$ cat config.mk
export PLATFORM = sky130hd
export DESIGN_NAME = pixel_fp_loader
export DESIGN_NICKNAME = d
export VERILOG_FILES = /design/src/rtl/pixel_fp_loader.sv
export SDC_FILE = /design/constraint.sdc
export NUM_CORES = 1
export LEC_CHECK = 0
export CORE_MARGIN = 5
export CORE_UTILIZATION = 40
export DETAILED_ROUTE_END_ITERATION = 8
export PLACE_DENSITY = 0.71
export REMOVE_ABC_BUFFERS = 1
export SLEW_MARGIN = 20
export SYNTH_ARGS = -nofsm -noshare
export SYNTH_HDL_FRONTEND = slang
export SYNTH_SLANG_ARGS = --single-unit
$ cat constraint.sdc
create_clock -name clk -period 2 [get_ports clk]
set_input_delay 0.2 -clock clk [delete_from_list [all_inputs] [get_ports clk]]
set_output_delay 0.2 -clock clk [all_outputs]
set_load 0.05 [all_outputs]
$ cat src/rtl/pixel_fp_loader.sv
// pixel_fp_loader: streams NUM_WORDS unsigned pixels into an FP register stage,
// converting each to IEEE-754 single precision on the way through.
//
//   state | meaning
//   IDLE  | waiting for start
//   CLEAR | one-cycle clear pulse to the FP stage, accept counter zeroed
//   LOAD  | accepting pixels until NUM_WORDS have been taken
//   DRAIN | last converted word is presented on fp_data
//   DONE  | vec_done pulse, then back to IDLE
module pixel_fp_loader #(
  parameter int NUM_WORDS = 32,
  parameter int PIX_W     = 8
) (
  input  logic             clk,
  input  logic             rst,
  input  logic             start,
  input  logic             abort,
  input  logic             pix_valid,
  input  logic [PIX_W-1:0] pix_data,
  output logic             pix_ready,
  output logic             fp_en,
  output logic             fp_clear,
  output logic [31:0]      fp_data,
  output logic             busy,
  output logic             vec_done
);

  localparam int CW = $clog2(NUM_WORDS + 1);

  typedef enum logic [2:0] {
    S_IDLE,
    S_CLEAR,
    S_LOAD,
    S_DRAIN,
    S_DONE
  } state_t;

  state_t          state_q, state_d;
  logic [CW-1:0]   cnt_q, cnt_d;
  logic            fp_en_q, fp_en_d;
  logic [31:0]     fp_data_q, fp_data_d;
  logic            accept;

  // Integers below 2^24 are exactly representable, so the conversion is a
  // leading-one search plus a normalising shift; no rounding is involved.
  function automatic logic [31:0] pix_to_fp(input logic [PIX_W-1:0] v);
    logic [23:0] ext;
    logic [4:0]  p;
    logic [22:0] mant;
    logic [7:0]  expo;
    logic [31:0] res;
    ext = 24'(v);
    p   = 5'd0;
    for (int i = 0; i < 24; i++) begin
      if (ext[i]) p = 5'(i);
    end
    mant = 23'(ext << (5'd23 - p));
    expo = 8'd127 + {3'b000, p};
    if (ext == 24'd0) res = 32'h0000_0000;
    else              res = {1'b0, expo, mant};
    return res;
  endfunction

  // State, counter and output-stage registers with synchronous reset.
  always_ff @(posedge clk) begin
    if (rst) begin
      state_q   <= S_IDLE;
      cnt_q     <= '0;
      fp_en_q   <= 1'b0;
      fp_data_q <= 32'h0000_0000;
    end else begin
      state_q   <= state_d;
      cnt_q     <= cnt_d;
      fp_en_q   <= fp_en_d;
      fp_data_q <= fp_data_d;
    end
  end

  // Next-state and state-decoded outputs; abort blocks the accept in its own cycle.
  always_comb begin
    state_d   = state_q;
    cnt_d     = cnt_q;
    pix_ready = 1'b0;
    fp_clear  = 1'b0;
    busy      = 1'b1;
    vec_done  = 1'b0;
    accept    = 1'b0;
    case (state_q)
      S_IDLE: begin
        busy = 1'b0;
        if (start) state_d = S_CLEAR;
      end
      S_CLEAR: begin
        fp_clear = 1'b1;
        cnt_d    = '0;
        state_d  = abort ? S_IDLE : S_LOAD;
      end
      S_LOAD: begin
        if (abort) begin
          state_d = S_IDLE;
        end else begin
          pix_ready = 1'b1;
          accept    = pix_valid;
          if (accept) begin
            cnt_d = cnt_q + CW'(1);
            if (cnt_q == CW'(NUM_WORDS - 1)) state_d = S_DRAIN;
          end
        end
      end
      S_DRAIN: begin
        state_d = abort ? S_IDLE : S_DONE;
      end
      S_DONE: begin
        vec_done = 1'b1;
        state_d  = S_IDLE;
      end
      default: begin
        state_d = S_IDLE;
      end
    endcase
    // Reset must silence outputs in the very cycle it is asserted, not one later.
    if (rst) begin
      pix_ready = 1'b0;
      fp_clear  = 1'b0;
      busy      = 1'b0;
      vec_done  = 1'b0;
      accept    = 1'b0;
    end
  end

  // Convert the accepted pixel; fp_data holds between accepts.
  always_comb begin
    fp_en_d   = accept;
    fp_data_d = fp_data_q;
    if (accept) fp_data_d = pix_to_fp(pix_data);
  end

  assign fp_en   = fp_en_q & ~rst;
  assign fp_data = rst ? 32'h0000_0000 : fp_data_q;

endmodule

==> summary.txt <==
Yosys
  – Asr flop ratio synth: 0%
  – Synthesized netlist cell count: 188
  – Post-synth EDFFs: 0
  – Simple-gate portion of the synthesized area: 25.75%
  – Seq/Total Area, Yosys: 30.56%
  – Synth Flop Type: dfxtp_1
  – Average size of a mapped cell: 8.013 um2
  – Combinational family with the most area after synthesis: simple AND/OR/NAND/NOR gates
  – Largest cells by area after synthesis: dfxtp_1 31%, buf_4 10%, o32ai_1 6.4%
  – Warnings, synthesis: 0
  – Synthesized flop and latch total: 23
  – Post-synth top area share: 30.56%
  – Leading area contributor after synthesis: dfxtp_1
  – Post-Synth XOR/XNOR Area: 2.907%
  – Distinct cells, synth: 46
  – Synth Area in Compound Gates: 18.52%
  – Multiplexer share of the synthesized area: 0.6645%
  – Synth Cell Area: 1506 um2
  – Synth Area in Adders: 2.492%

Worst hold path
  – Worst min path class: reg2reg
  – HP Start: cnt_q[1]

Cells and area
  – Layout cell share with drive strength beyond 1: 23.63%
  – Final net count: 254
  – Design area: 2172 um2
  – Most frequent cells in the layout: 25 x nor2_1, 25 x buf_4, 23 x dfxtp_1
  – N_diodes: 0
  – Post-route non-filler standard cell count: 285
  – Fin util: 59.33%
  – P&R area growth vs syn: 44.19%

Drt
  – DRC Markers: 0
  – Total number of vias: 1380
  – Post-DRT Antenna Nets: 0
  – Drt total wl: 3.490 mm
  – 1st-iter DRT viols: 76
  – Pre-antenna DRT Iters: 4
  – WL per Instance: 12.25 um
  – Via-to-Cell Ratio: 4.842

Placement
  – GP Congestion: 0.8801
  – Dpl cell area: 2127 um2
  – HPWL Detailed: 2.843 mm
  – # port buffers: 32
  – Pre-CTS WS: -57.52 ps
  – Placed insts: 281

GRT
  – Global-route wire length before repair: 5.982 mm
  – Grt ovf: 0
  – Initial antenna violation count: 0
  – Vias in the first global route: 1341
  – Largest net degree at the start of global routing: 19
  – GR Util All Layers: 14.03%

Timing
  – Slew @ Worst Pin: 557.6 ps
  – FMAX: 564.0 MHz
  – Slew margin rel.: 62.30%
  – Worst Slack Setup Final: 226.9 ps
  – Setup Viol. Count Final: 0
  – Slew Viols, Final: 0
  – Final hold viol count: 0
  – Final period util: 88.65%
  – Max Clock Skew: 2.132 ps
  – Hold Slack: 490.3 ps
  – RSZ-0062 raised after global routing: false
  – Crit path time final: 1773 ps

Clock network
  – # Post-CTS Setup Buffers: 0
  – Clk slew on worst S/H paths: 80 ps
  – CTS Hold Bufs: 0
  – TritonCTS clock tree: built
  – Latest clock arrival within the worst-skew pair: 260 ps
  – Num CTS Buffers: 3
  – Clock Sinks: 23
  – Post-CTS sizing: 0
  – Clock Root Buffer: clkbuf_8
  – Htree depth: 1
  – CTS max path bufs: 2

Run
  – Max-Cap Viols: 0

Power and ir drop
  – Flop pwr share: 46.5%
  – Power share of the combinational group: 25.1%
  – VDD IR-drop max: 0.3074 mV
  – Power density cells: 464.1 nW/um2
  – Sw power: 0.0003122 W
  – Pleak: 0.9141 nW
  – Internal power: 0.0006957 W
  – Clock share of power: 28.4%
  – Switching share of power: 30.98%

Worst setup path
  – Launch point of the worst reg-to-reg path: state_q[1]
  – Setup CP Type: in2reg
  – Critical Path RT: 2160 ps
  – Crit path from: pix_data[4]
  – Worst-path fanout max: 4
  – CP Launch Type: input pin
  – Setup crit end kind: register
  – Arr. time, crit path: 1930 ps

Floorplanning
  – Core area: 3661 um2
  – Die area: 5094 um2
  – Die height: 71.37 um
  – FP Rows: 22
  – Die width: 71.37 um
  – Initial core utilization: 41.15%
  – # IOs: 50

Run status
  – Outcome: completed
-- worst max-delay path: stages --
cell and delay, ps:
clkdlybuf4s50_1 460, or2_4 260, or3_4 350, clkinv_4 60, nand2_4 40, o31ai_4 200, buf_4 170, nor2_2 40
a21o_1 150
-- area by class of cell --
type,instances,area [um2]
Sequential cell,23,460.4
Fill cell,324,1489
Clock buffer,4,45.04
Tap cell,48,60.06
Inverter,19,76.32
Timing Repair Buffer,57,708.2
Multi-Input combinational cell,134,822.0
-- power groups by stage --
stage	clock network [W]	logic, W	registers [W]
4_1_cts	0.000294	0.000252	0.000468
3_5_place_dp	0	0.000251	0.000479
2_1_floorplan	0	0.000144	0.000478
3_3_place_gp	0	0.000251	0.000479
6_report	0.000287	0.000253	0.000468
5_1_grt	0.000316	0.000271	0.000469
-- worst paths after layout --
check	end	slack, ps	depth (start not counted)
hold reg to reg	cnt_q[1]	490	2
hold / removal	cnt_q[1]	490	2
setup / recovery	fp_data_q[21]	230	9
setup reg to reg	fp_data_q[19]	480	5
-- stage by stage --
| stage | setup TNS [ps] | power, W |
|---|---|---|
| after floorplan | -513.0 | 0.0006219 |
| after global placement | -14.59 | 0.0007302 |
| after detailed placement | -75.01 | 0.0007303 |
| after CTS | 0 | 0.001015 |
| after global routing | 0 | 0.001056 |
| final | 0 | 0.001008 |
-- metal layers --
| layer | track usage (%) | routed length (um) | vias to the layer above |
|---|---|---|---|
| met5 | 0 | 0 | - |
| met4 | 1.879 | 8 | 0 |
| met3 | 3.086 | 180 | 2 |
| met2 | 26.02 | 1783 | 32 |
| met1 | 16.81 | 1518 | 639 |
| li1 | - | - | 707 |
-- logic make-up after synthesis --
logic type,Yosys count
compound gates,37
xor+xnor,5
fa+ha+maj,3
buf+inv,47
flops,23
mux,1
other cells,1
simple gates,71
-- Yosys cell counts (4+ instances only) --
cell / n
a21oi_1: 8
a22oi_1: 4
buf_4: 21
dfxtp_1: 23
inv_1: 18
nand2_1: 5
nand2b_1: 8
nor2_1: 25
nor2b_1: 8
nor4_1: 5
o32ai_1: 11
xor2_1: 4
-- sequential cells by signal, summed over array words and instances (netlist names) --
| signal | count |
|---|---|
| cnt_q | 6 |
| fp_data_q | 13 |
| fp_en_q | 1 |
| state_q | 3 |
(Power assumes the default switching activity.)
